## src/rtl/sim_mem_pkg.sv

```systemverilog
// ----------------------------------------------------------------------------
// Package: sim_mem_pkg
// Purpose: Shared types and constants for the sim memory request adapter.
//          CNT_W sets the width of the optional statistics counters, and
//          sim_mem_stats_t groups those counters into one register.
// ----------------------------------------------------------------------------
package sim_mem_pkg;

   localparam int CNT_W = 32;

   typedef struct packed {
      logic [CNT_W-1:0] rd;
      logic [CNT_W-1:0] wr;
      logic [CNT_W-1:0] stall;
   } sim_mem_stats_t;

endpackage

```

## src/rtl/sim_rsp_fifo.sv

```systemverilog
// ----------------------------------------------------------------------------
// Module: sim_rsp_fifo
// Purpose: First-word-fall-through FIFO for read responses. The head entry is
//          always visible on data_o while empty_o is low. Push and pop may
//          happen in the same cycle even when the FIFO is full, because the
//          pop frees the slot that the push fills. Pointers wrap with explicit
//          compares, so depths that are not a power of 2 also work.
// Ports:
//   clk_i    in   clock
//   rst_ni   in   asynchronous active-low reset
//   push_i   in   write data_i into the tail
//   data_i   in   push data
//   pop_i    in   drop the head entry (ignored when empty)
//   full_o   out  all DEPTH entries occupied
//   empty_o  out  no entries occupied
//   data_o   out  head entry
// ----------------------------------------------------------------------------
module sim_rsp_fifo #(
   parameter int WIDTH = 16,
   parameter int DEPTH = 2
) (
   input  logic             clk_i,
   input  logic             rst_ni,
   input  logic             push_i,
   input  logic [WIDTH-1:0] data_i,
   input  logic             pop_i,
   output logic             full_o,
   output logic             empty_o,
   output logic [WIDTH-1:0] data_o
);

   localparam int PTR_W  = (DEPTH > 1) ? $clog2(DEPTH) : 1;
   localparam int FILL_W = $clog2(DEPTH + 1);
   localparam logic [PTR_W-1:0]  LAST_PTR = PTR_W'(DEPTH - 1);
   localparam logic [FILL_W-1:0] FULL_CNT = FILL_W'(DEPTH);

   logic [WIDTH-1:0]  mem_q [DEPTH];
   logic [PTR_W-1:0]  wrPtr_q;
   logic [PTR_W-1:0]  rdPtr_q;
   logic [FILL_W-1:0] fill_q;
   logic              popEn;
   logic              pushEn;

   assign full_o  = (fill_q == FULL_CNT);
   assign empty_o = (fill_q == '0);
   assign data_o  = mem_q[rdPtr_q];

   // A push into a full FIFO is only legal when the head leaves in the same cycle.
   assign popEn  = pop_i & ~empty_o;
   assign pushEn = push_i & (~full_o | popEn);

   // Storage is cleared on reset so the head output reads zero until the first push.
   always_ff @(posedge clk_i or negedge rst_ni) begin
      if (!rst_ni) begin
         for (int i = 0; i < DEPTH; i++) begin
            mem_q[i] <= '0;
         end
         wrPtr_q <= '0;
         rdPtr_q <= '0;
         fill_q  <= '0;
      end else begin
         if (pushEn) begin
            mem_q[wrPtr_q] <= data_i;
            wrPtr_q        <= (wrPtr_q == LAST_PTR) ? '0 : wrPtr_q + PTR_W'(1);
         end
         if (popEn) begin
            rdPtr_q <= (rdPtr_q == LAST_PTR) ? '0 : rdPtr_q + PTR_W'(1);
         end
         case ({pushEn, popEn})
            2'b10:   fill_q <= fill_q + FILL_W'(1);
            2'b01:   fill_q <= fill_q - FILL_W'(1);
            default: fill_q <= fill_q;
         endcase
      end
   end

   // Upstream credits make an unpaired push into a full FIFO impossible; flag it if it ever happens.
   always @(posedge clk_i) begin
      if (rst_ni) begin
         assert (!(push_i && full_o && !popEn))
            else $error("sim_rsp_fifo: push to full FIFO without pop, response lost");
      end
   end

endmodule

```

## src/rtl/sim_mem_req_adapter.sv

```systemverilog
// ----------------------------------------------------------------------------
// Module: sim_mem_req_adapter
// Purpose: Request stage for one port of the byte-masked sim memory. Turns a
//          valid/ready request stream (read or strobed write) into the memory
//          En/Wr/Addr/DataIn controls, follows each read through the fixed
//          DELAY read latency and returns the data on a valid/ready response
//          stream. A credit counter bounds outstanding reads (in flight plus
//          buffered) to RSP_DEPTH so read data is never dropped.
// Configuration:
//   SIM_MEM_ADAPTER_STATS_EN  when defined, adds rdCnt_o / wrCnt_o / stallCnt_o
//                             (read fires, write fires, stalled request cycles).
// Ports:
//   clk_i         in   clock (memory port shares it)
//   rst_ni        in   asynchronous active-low reset
//   reqValid_i    in   request valid
//   reqReady_o    out  request ready (credit available; registered state only)
//   reqWrite_i    in   1 = write, 0 = read
//   reqAddr_i     in   word address
//   reqData_i     in   write data
//   reqStrb_i     in   byte write strobes (ignored for reads)
//   rspValid_o    out  read response valid
//   rspReady_i    in   read response ready
//   rspData_o     out  read data
//   memEn_o       out  memory port enable
//   memWr_o       out  memory port byte write mask
//   memAddr_o     out  memory port address
//   memDataIn_o   out  memory port write data
//   memDataOut_i  in   memory port read data
//   rdCnt_o, wrCnt_o, stallCnt_o  out  statistics (only with the macro)
// ----------------------------------------------------------------------------
module sim_mem_req_adapter
   import sim_mem_pkg::*;
#(
   parameter int WIDTH     = 16,
   parameter int LENGTH    = 32,
   parameter int DELAY     = 1,
   parameter int RSP_DEPTH = 2,
   localparam int STRB_W   = (WIDTH + 7) / 8,
   localparam int ADDR_W   = $clog2(LENGTH)
) (
   input  logic              clk_i,
   input  logic              rst_ni,
   input  logic              reqValid_i,
   output logic              reqReady_o,
   input  logic              reqWrite_i,
   input  logic [ADDR_W-1:0] reqAddr_i,
   input  logic [WIDTH-1:0]  reqData_i,
   input  logic [STRB_W-1:0] reqStrb_i,
   output logic              rspValid_o,
   input  logic              rspReady_i,
   output logic [WIDTH-1:0]  rspData_o,
   output logic              memEn_o,
   output logic [STRB_W-1:0] memWr_o,
   output logic [ADDR_W-1:0] memAddr_o,
   output logic [WIDTH-1:0]  memDataIn_o,
   input  logic [WIDTH-1:0]  memDataOut_i
`ifdef SIM_MEM_ADAPTER_STATS_EN
   ,
   output logic [CNT_W-1:0]  rdCnt_o,
   output logic [CNT_W-1:0]  wrCnt_o,
   output logic [CNT_W-1:0]  stallCnt_o
`endif
);

   localparam int CRED_W = $clog2(RSP_DEPTH + 1);
   localparam logic [CRED_W-1:0] CRED_MAX = CRED_W'(RSP_DEPTH);

   if (DELAY < 1) begin : gDelayCheck
      $error("sim_mem_req_adapter: DELAY must be at least 1");
   end
   if (RSP_DEPTH < 1) begin : gDepthCheck
      $error("sim_mem_req_adapter: RSP_DEPTH must be at least 1");
   end

   logic              fire;
   logic              readFire;
   logic              writeFire;
   logic              rspPop;
   logic              rspEmpty;
   logic              rspFull;
   logic [CRED_W-1:0] credit_q;
   logic [CRED_W-1:0] credit_d;
   logic [DELAY-1:0]  vldPipe_q;
   logic [DELAY-1:0]  vldPipe_d;

   assign reqReady_o = (credit_q != '0);
   assign fire       = reqValid_i & reqReady_o;
   assign readFire   = fire & ~reqWrite_i;
   assign writeFire  = fire & reqWrite_i;
   assign rspPop     = rspValid_o & rspReady_i;

   assign memEn_o     = fire;
   assign memWr_o     = writeFire ? reqStrb_i : '0;
   assign memAddr_o   = reqAddr_i;
   assign memDataIn_o = reqData_i;

   // One credit per outstanding read; a read fire and a pop in the same cycle cancel out.
   always_comb begin
      credit_d = credit_q;
      if (readFire && !rspPop) begin
         credit_d = credit_q - CRED_W'(1);
      end else if (!readFire && rspPop) begin
         credit_d = credit_q + CRED_W'(1);
      end
   end

   // Bit k set means a read fired k+1 edges ago; the top bit marks the edge where memory data is valid.
   assign vldPipe_d = (vldPipe_q << 1) | DELAY'(readFire);

   always_ff @(posedge clk_i or negedge rst_ni) begin
      if (!rst_ni) begin
         credit_q  <= CRED_MAX;
         vldPipe_q <= '0;
      end else begin
         credit_q  <= credit_d;
         vldPipe_q <= vldPipe_d;
      end
   end

   sim_rsp_fifo #(
      .WIDTH (WIDTH),
      .DEPTH (RSP_DEPTH)
   ) uRspFifo (
      .clk_i   (clk_i),
      .rst_ni  (rst_ni),
      .push_i  (vldPipe_q[DELAY-1]),
      .data_i  (memDataOut_i),
      .pop_i   (rspPop),
      .full_o  (rspFull),
      .empty_o (rspEmpty),
      .data_o  (rspData_o)
   );

   assign rspValid_o = ~rspEmpty;

   // A full response buffer means every credit is held by a buffered word.
   always @(posedge clk_i) begin
      if (rst_ni) begin
         assert (!(rspFull && credit_q != '0))
            else $error("sim_mem_req_adapter: response FIFO full while credits remain");
      end
   end

`ifdef SIM_MEM_ADAPTER_STATS_EN
   sim_mem_stats_t stats_q;
   sim_mem_stats_t stats_d;

   always_comb begin
      stats_d = stats_q;
      if (readFire) begin
         stats_d.rd = stats_q.rd + CNT_W'(1);
      end
      if (writeFire) begin
         stats_d.wr = stats_q.wr + CNT_W'(1);
      end
      if (reqValid_i && !reqReady_o) begin
         stats_d.stall = stats_q.stall + CNT_W'(1);
      end
   end

   always_ff @(posedge clk_i or negedge rst_ni) begin
      if (!rst_ni) begin
         stats_q <= '0;
      end else begin
         stats_q <= stats_d;
      end
   end

   assign rdCnt_o    = stats_q.rd;
   assign wrCnt_o    = stats_q.wr;
   assign stallCnt_o = stats_q.stall;
`endif

endmodule

```

## config.mk

```make
export PLATFORM = sky130hd
export DESIGN_NAME = sim_mem_req_adapter
export DESIGN_NICKNAME = d
export VERILOG_FILES = /design/src/rtl/sim_mem_pkg.sv /design/src/rtl/sim_rsp_fifo.sv /design/src/rtl/sim_mem_req_adapter.sv
export SDC_FILE = /design/constraint.sdc
export NUM_CORES = 1
export LEC_CHECK = 0
export ABC_AREA = 1
export BUFFER_PORTS_ARGS = -buffer_cell sky130_fd_sc_hd__buf_2
export CAP_MARGIN = 20
export CORE_MARGIN = 8
export CORE_UTILIZATION = 41
export DETAILED_ROUTE_END_ITERATION = 10
export GPL_ROUTABILITY_DRIVEN = 0
export GPL_TIMING_DRIVEN = 0
export PLACE_DENSITY = 0.78
export SYNTH_ARGS = -nofsm -noshare
export SYNTH_HDL_FRONTEND = slang
export SYNTH_HIERARCHICAL = 1
export SYNTH_SLANG_ARGS = --single-unit
```

## constraint.sdc

```tcl
create_clock -name clk_i -period 4 [get_ports clk_i]
set_input_delay 0.6 -clock clk_i [delete_from_list [all_inputs] [get_ports clk_i]]
set_output_delay 0.6 -clock clk_i [all_outputs]
set_load 0.01 [all_outputs]
```

==> After elaboration in Yosys (flattened, before gate mapping) <==
Cells that the tools add are included.
{ "word_totals": {"input_bits": 44, "out_inout_bits": 42, "ff_bits": 39} }
{ "op_classes": {"muxes": 12, "n_eq_ne": 3, "n_lt_le_gt_ge": 3, "n_addsub": 6, "reduce_logical": 9, "bitwise_logic": 12} }
{ "ops": {"columns": ["op", "count"], "rows": [
  ["$mux W16", 4],
  ["$bwmux W32", 1],
  ["$demux W16 S1", 1],
  ["$and A1 B1 Y1", 6],
  ["$mux W2", 3],
  ["$reduce_bool A2 Y1", 3],
  ["$add A2 B1 Y2 const B", 2],
  ["$eq A2 B2 Y1 const B", 2],
  ["$ge A2 B2 Y1 const B", 2],
  ["$not A1 Y2", 2],
  ["$pmux W2 S2", 1],
  ["$sub A2 B1 Y2 const B", 2],
  ["$logic_and A1 B1 Y1", 3],
  ["$not A1 Y1", 3],
  ["$add A1 B1 Y1 const B", 2],
  ["$eq A2 B1 Y1 const B", 1],
  ["$logic_not A1 Y1", 2],
  ["$logic_not A2 Y1", 1],
  ["$lt A2 B1 Y1 const B", 1],
  ["$mux W1", 2],
  ["$or A1 B1 Y1", 1]
]} }

==> Longest topological paths before layout <==
Gate-level depths: netlist (run 1).
{ "logic_depth": {"ltp_word": 8, "mapped_depth": 12} }

==> By module <==
Netlist (run 1), hierarchy kept.
{ "modules_own_cells": {"columns": ["mod", "area_each_um2", "seq_area_each_um2", "cells_per_inst", "n_inst"], "rows": [
  ["sim_rsp_fifo", 1776.7, 900.9, 220, 1],
  ["sim_mem_req_adapter", 355.3, 76.3, 48, 1]
]} }

==> Least setup slack after synthesis (run 1) <==
No wires, ideal clock.
{ "synth_path": {"path_type": "input-to-reg", "from": "input rspReady_i", "to": "register uRspFifo.fill_q[1]", "path_buffers": 0, "arrival_ns": 1.541, "cell_stages": 9, "slack_ns": 2.342, "cell_sequence": "nand2_1 inv_1 inv_1 nand3_4 nand2_1 ha_1 or2_2 nand4_1 nand2_1"} }
{ "synth_via": {"elab_chain_cells": 6, "elab_cells_between_ends": 8} }
{ "synth_lines": {"columns": ["item", "line_no", "source"], "rows": [
  ["start: declaration", "sim_mem_req_adapter.sv:50", "input logic rspReady_i,"],
  ["$and A1 B1 Y1 *", "sim_mem_req_adapter.sv:90", "assign rspPop = rspValid_o & rspReady_i;"],
  ["via rspPop", "sim_mem_req_adapter.sv:78", "logic rspPop;"],
  ["$and A1 B1 Y1 *", "sim_rsp_fifo.sv:49", "assign popEn = pop_i & ~empty_o;"],
  ["$or A1 B1 Y1", "sim_rsp_fifo.sv:50", "assign pushEn = push_i & (~full_o | popEn);"],
  ["$and A1 B1 Y1", "sim_rsp_fifo.sv:50", null],
  ["$eq A2 B1 Y1 or $eq A2 B2 Y1 (tied branches)", "sim_rsp_fifo.sv:69", "case ({pushEn, popEn})"],
  ["$pmux W2 S2 or $reduce_bool A2 Y1 (tied branches)", null, null],
  ["end signal: assignment", "sim_rsp_fifo.sv:70", "2'b10: fill_q <= fill_q + FILL_W'(1);"],
  ["end signal: assignment", "sim_rsp_fifo.sv:71", "2'b01: fill_q <= fill_q - FILL_W'(1);"],
  ["end signal: assignment", "sim_rsp_fifo.sv:72", "default: fill_q <= fill_q;"],
  ["end: declaration", "sim_rsp_fifo.sv:40", "logic [FILL_W-1:0] fill_q;"]
]} }
The timed path passes the listed nets; every way through them passes the cells marked *.
A chain may end at the register's enable or synchronous reset.

==> Worst setup path after layout (run 1) <==
{ "layout_path": {"from": "register uRspFifo.rdPtr_q", "to": "output rspData_o[4]"} }
{ "layout_via": {"elab_chain_cells": 4} }
{ "layout_lines": {"columns": ["item", "line_no", "source"], "rows": [
  ["start: declaration", "sim_rsp_fifo.sv:39", "logic [PTR_W-1:0] rdPtr_q;"],
  ["start signal: assignment", "sim_rsp_fifo.sv:67", "rdPtr_q <= (rdPtr_q == LAST_PTR) ? '0 : rdPtr_q + PTR_W'(1);"],
  ["$not A1 Y2 (implied by the code)", "sim_rsp_fifo.sv:46", "assign data_o = mem_q[rdPtr_q];"],
  ["$mux W16 (implied by the code) (3 in series)", "sim_rsp_fifo.sv:46", null],
  ["end: declaration", "sim_mem_req_adapter.sv:51", "output logic [WIDTH-1:0] rspData_o,"]
]} }
Every way passes these cells. The select of a mux whose other input is x is not followed.

==> results of run 1 <==
layer usage:
layer | GRT usage | up-vias | part of all wire
li1 | - | 975 | -
met1 | 0.182 | 908 | 0.39
met2 | 0.256 | 83 | 0.48
met3 | 0.0694 | 6 | 0.12
met4 | 0.0445 | 0 | 0.0092
met5 | 0 | - | 0
layout make-up:
type | count | area (um^2)
tap | 70 | 87.6
sequential | 39 | 977
clock buffer | 7 | 76.3
multi-input combinational | 176 | 840
timing repair buffer | 64 | 320
fill | 499 | 2460
clock inverter | 1 | 5.00
buffer | 36 | 251
inverter | 16 | 60.1
per-stage QoR:
| step | util | instance area [um^2] | std cells | hold WS, ns |
|---|---|---|---|---|
| floorplan | - | 2130 | 267 | 0.304 |
| global placement | 0.500 | 2540 | 401 | 0.453 |
| detailed placement | 0.500 | 2540 | 401 | 0.459 |
| CTS | 0.516 | 2620 | 409 | 0.441 |
| global route | 0.516 | 2620 | 409 | 0.480 |
| finish | 0.516 | 2620 | 409 | 0.418 |
state kept, by name (all words and copies together) (netlist names):
signal and flops:
uRspFifo/rdPtr_q 1, uRspFifo/fill_q 2, uRspFifo/wrPtr_q 1, uRspFifo/mem_q 32
credit_q 2, vldPipe_q 1
path summary, 6_finish.rpt:
kind,start,cells after the start,slack [ns],endpoint
max,uRspFifo/rdPtr_q$_DFFE_PN0P_,6,1.76,rspData_o[4]
min,rst_ni,1,0.42,uRspFifo/mem_q[21]$_DFFE_PN0P_
max reg2reg,uRspFifo/fill_q[0]$_DFFE_PN0P_,11,2.23,uRspFifo/fill_q[1]$_DFFE_PN0P_
min reg2reg,uRspFifo/mem_q[1]$_DFFE_PN0P_,2,0.47,uRspFifo/mem_q[1]$_DFFE_PN0P_
max in group asynchronous,rst_ni,1,3.04,uRspFifo/mem_q[13]$_DFFE_PN0P_
min in group clk_i,uRspFifo/mem_q[1]$_DFFE_PN0P_,2,0.47,uRspFifo/mem_q[1]$_DFFE_PN0P_
where the power goes:
| part | leakage [uW] | internal (uW) | switching, uW |
|---|---|---|---|
| Sequential | 0.000536 | 394 | 0 |
| Combinational | 0.00101 | 27.7 | 25.2 |
| Clock | 0.0000422 | 122 | 140 |
worst register-to-register path, stage by stage (launching register included):
cell	delay, ns
dfrtp_1	0.45
nor2_1	0.09
inv_2	0.05
nand2_1	0.07
inv_1	0.07
inv_1	0.06
nand3_4	0.15
nand2_1	0.11
ha_1	0.21
or2_2	0.28
nand4_1	0.07
nand2_1	0.05
==> results.sh, run 1 <==
export IMPL_run_status="finished clean"
export IMPL_min_path_type="in2async"
export IMPL_grt_max_degree=40
export IMPL_ioPinCount=86
export IMPL_port_buffers=64
export IMPL_drt_iter0_drc=176
export IMPL_slowest_stage="dfrtp_1"
export IMPL_finalSetupViolations=0
export IMPL_detail_route_antenna_nets=0
export IMPL_syn_nets=313
export IMPL_max_cap_violations=0
export IMPL_core_area_um2=5070
export IMPL_slew_violations=0
export IMPL_cts_sinks=39
export IMPL_start_util=0.419
export IMPL_worst_pin_slew_ns=0.872
export IMPL_critPathArrivalTime_ns=1.64
export IMPL_cp_end_kind="primary output"
export IMPL_final_common_cell="nand2_1"
export IMPL_power_uw=710
export IMPL_path_common_cell="buf_2"
export IMPL_routed_wl_um=5740
export IMPL_die_h_um=88.1
export IMPL_worstPathMaxFanout=10
export IMPL_yosysWarnings=6
export IMPL_drtPass1Iterations=4
export IMPL_fmaxAchievable_ghz=0.446
export IMPL_finClkSkew_ns=0.00640
export IMPL_area_growth_pct=23.0
export IMPL_gr_usage_all_layers=0.157
export IMPL_n_antenna_cell=0
export IMPL_cts_tree="done"
export IMPL_hold_viol=0
export IMPL_nets=384
export IMPL_clk_latency_ns=0.30
export IMPL_wire_per_inst_um=14.0
export IMPL_final_cell_mix="nand2_1 (124), buf_2 (73), dfrtp_1 (38)"
export IMPL_crit_type="reg2out"
export IMPL_relSlewSlack=0.419
export IMPL_drc_errors=0
export IMPL_drive_gt1_frac=0.342
export IMPL_critical_path_max_stage_delay_ns=0.32
export IMPL_dp_hpwl_um=4260
export IMPL_grt_overflow=0
export IMPL_fin_setup_tns_ns=0
export IMPL_setup_ws_ns=1.76
export IMPL_antenna_found_initial=0
export IMPL_grt_setup_unrepaired="false"
export IMPL_vias=1972
export IMPL_die_w_um=88.1
export IMPL_fin_crit_sh=0.561
export IMPL_grt_pass1_vias=1988
export IMPL_cts_resized=0
export IMPL_grt_pass1_wl_um=9430
export IMPL_cellLeakagePower_uw=0.00159
export IMPL_crit_buf_inv=4
export IMPL_syn_area_per_cell_um2=7.97
export IMPL_htreeDepth=2
export IMPL_numCtsBuffers=5
export IMPL_pre_cts_ws_ns=2.07
export IMPL_power_density_nw_per_um2=271
export IMPL_vias_per_cell=4.82
export IMPL_synth_cells=267
export IMPL_postCtsSetupRepairBufs=0
export IMPL_die_area_um2=7750
export IMPL_synth_area_um2=2130
export IMPL_clockBufferDepth=2
export IMPL_cts_hold_fix_buffers=0
export IMPL_clk_pin_slew_worst_paths_ns=0.07
export IMPL_crit_family="buffers and inverters"
export IMPL_vdd_ir_drop_max_mv=0.168
export IMPL_root_buffer="clkbuf_8"
export IMPL_worst_setup_path_start_kind="flop"
export IMPL_period_minus_slack_ns=2.24
export IMPL_cp_required_ns=3.40
export IMPL_rows=26
export IMPL_crit_path_cell_trace="buf_2 > clkinv_1 > buf_2 > nand2_1 > nand2_1 > buf_2"
Note: power is estimated with default switching activity, not from simulation.
==> run 2: changes to the inputs <==
--- a/config.mk
+++ b/config.mk
@@ -5,7 +5,7 @@
 export SDC_FILE = /design/constraint.sdc
 export NUM_CORES = 1
 export LEC_CHECK = 0
-export ABC_AREA = 1
+export ABC_AREA = 0
 export BUFFER_PORTS_ARGS = -buffer_cell sky130_fd_sc_hd__buf_2
 export CAP_MARGIN = 20
 export CORE_MARGIN = 8
@@ -13,7 +13,7 @@
 export DETAILED_ROUTE_END_ITERATION = 10
 export GPL_ROUTABILITY_DRIVEN = 0
 export GPL_TIMING_DRIVEN = 0
-export PLACE_DENSITY = 0.78
+export PLACE_DENSITY = 0.79
 export SYNTH_ARGS = -nofsm -noshare
 export SYNTH_HDL_FRONTEND = slang
 export SYNTH_HIERARCHICAL = 1
==> constraint.sdc (replaced) <==
create_clock -name clk_i -period 2.3 [get_ports clk_i]
set_input_delay 0.345 -clock clk_i [delete_from_list [all_inputs] [get_ports clk_i]]
set_output_delay 0.345 -clock clk_i [all_outputs]
set_load 0.01 [all_outputs]
==> results.sh, run 2 <==
export IMPL_cp_end_kind="primary output"
export IMPL_top_regs="uRspFifo/mem_q: 32 flops, credit_q: 2 flops, uRspFifo/fill_q: 2 flops"
export IMPL_run_status="finished clean"
export IMPL_antenna_found_initial=0
export IMPL_largest_register_ffs=32
export IMPL_grt_overflow=0
export IMPL_synth_cells=139
export IMPL_final_common_cell="buf_2"
export IMPL_grt_most_used_layer="met2"
export IMPL_final_cell_mix="buf_2 (65), dfrtp_1 (38), mux2_2 (38)"
export IMPL_critical_path_max_stage_delay_ns=0.54
export IMPL_design_area_um2=2440
export IMPL_power_density_nw_per_um2=516
export IMPL_power_switching_uw=268
export IMPL_clk_latency_ns=0.28
export IMPL_grt_setup_unrepaired="false"
export IMPL_critPathLaunch="uRspFifo/rdPtr_q$_DFFE_PN0P_"
export IMPL_start_util=0.420
export IMPL_routed_wl_um=3920
export IMPL_detail_route_antenna_nets=0
export IMPL_root_buffer="clkbuf_8"
export IMPL_crit_path_cell_trace="buf_2 > mux2_2 > buf_2"
export IMPL_n_antenna_cell=0
export IMPL_path_common_cell="buf_2"
export IMPL_intPower_uw=994
export IMPL_cts_sinks=39
export IMPL_crit_family="flip-flops"
export IMPL_hold_viol=0
export IMPL_max_flop_register="uRspFifo/mem_q"
export IMPL_rows=25
export IMPL_cellLeakagePower_uw=0.00131
export IMPL_max_cap_violations=0
export IMPL_period_minus_slack_ns=2.03
export IMPL_numCtsBuffers=5
export IMPL_die_w_um=85.4
export IMPL_power_frac_seq=0.559
export IMPL_core_area_um2=4690
export IMPL_p_clk_frac=0.358
export IMPL_port_buffers=64
export IMPL_power_uw=1260
export IMPL_drc_errors=0
export IMPL_worst_setup_path_start_kind="flop"
export IMPL_htreeDepth=2
export IMPL_regToRegStartpoint="uRspFifo/fill_q[0]$_DFFE_PN0P_"
export IMPL_finClkSkew_ns=0.00314
export IMPL_crit_type="reg2out"
export IMPL_min_path_type="in2async"
export IMPL_area_growth_pct=23.9
export IMPL_p_comb_frac=0.082
export IMPL_vias=1240
export IMPL_finalSetupViolations=0
export IMPL_grt_pass1_vias=1383
export IMPL_clockBufferDepth=2
export IMPL_syn_nets=185
export IMPL_cp_required_ns=1.96
export IMPL_clk_pin_slew_worst_paths_ns=0.07
export IMPL_nets=255
export IMPL_drtPass1Iterations=4
export IMPL_dp_hpwl_um=2990
export IMPL_relSlewSlack=0.418
export IMPL_fin_setup_tns_ns=0
export IMPL_grt_max_degree=40
export IMPL_drive_gt1_frac=0.713
export IMPL_vias_per_cell=4.71
export IMPL_critPathArrivalTime_ns=1.69
export IMPL_use_met1=0.125
export IMPL_wire_per_inst_um=14.9
export IMPL_yosysWarnings=6
export IMPL_grt_util_met3=0.0473
export IMPL_synth_area_um2=1970
export IMPL_cts_resized=0
export IMPL_fmaxAchievable_ghz=0.492
export IMPL_grt_pass1_wl_um=6390
export IMPL_slew_violations=0
export IMPL_worstPathMaxFanout=10
export IMPL_place_area_um2=2360
export IMPL_die_area_um2=7280
export IMPL_switching_share=0.213
export IMPL_gr_usage_all_layers=0.109
export IMPL_syn_area_per_cell_um2=14.2
export IMPL_die_h_um=85.4
export IMPL_slowest_stage="dfrtp_1"
export IMPL_crit_buf_inv=2
export IMPL_ioPinCount=86
export IMPL_gr_usage_met2=0.175
export IMPL_worst_pin_slew_ns=0.873
export IMPL_fin_crit_sh=0.885
export IMPL_vdd_ir_drop_max_mv=0.254
export IMPL_drt_iter0_drc=29
export IMPL_timing_hold_ws_ns=0.180
export IMPL_cts_tree="done"
-- run 2: final timing paths --
check,cells after the start,slack (ns),endpoint
setup / recovery,3,0.27,rspData_o[9]
hold / removal,1,0.18,uRspFifo/mem_q[18]$_DFFE_PN0P_
setup reg to reg,9,0.34,uRspFifo/fill_q[1]$_DFFE_PN0P_
hold reg to reg,1,0.50,uRspFifo/fill_q[1]$_DFFE_PN0P_
max in group asynchronous,1,1.57,vldPipe_q$_DFF_PN0_
min in group clk_i,2,0.26,vldPipe_q$_DFF_PN0_
-- run 2: power groups by stage --
stage	registers, uW	clock network [uW]	logic [uW]
global placement	718	0	104
global route	707	511	115
finish	706	452	104
CTS	706	472	107
floorplan	717	0	50.8
detailed placement	719	0	106
-- run 2: repair_timing --
action,4_1_cts,5_1_grt
endpoints found under the setup margin,0,1
hold buffers,0,0
setup buffers,0,0
-- run 2: metal layers --
| metal | vias up | routed length, um | part of all wire |
|---|---|---|---|
| li1 | 589 | - | - |
| met1 | 597 | 1690 | 0.43 |
| met2 | 50 | 1860 | 0.48 |
| met3 | 4 | 330 | 0.084 |
| met4 | 0 | 30 | 0.0077 |
| met5 | - | 0 | 0 |
-- run 2: layout make-up --
cell class | count | area, um^2
tap | 54 | 67.6
inverter | 2 | 7.51
clock buffer | 6 | 82.6
fill | 412 | 2250
clock inverter | 1 | 5.00
multi-input combinational | 73 | 790
timing repair buffer | 64 | 320
sequential | 39 | 977
buffer | 24 | 194
-- run 2: through the flow --
| step | setup slack [ns] | utilization | instances |
|---|---|---|---|
| floorplan | 0.444 | - | 139 |
| global placement | 0.323 | 0.503 | 257 |
| detailed placement | 0.310 | 0.503 | 257 |
| CTS | 0.0641 | 0.522 | 264 |
| global route | 0.163 | 0.521 | 263 |
| finish | 0.266 | 0.521 | 263 |
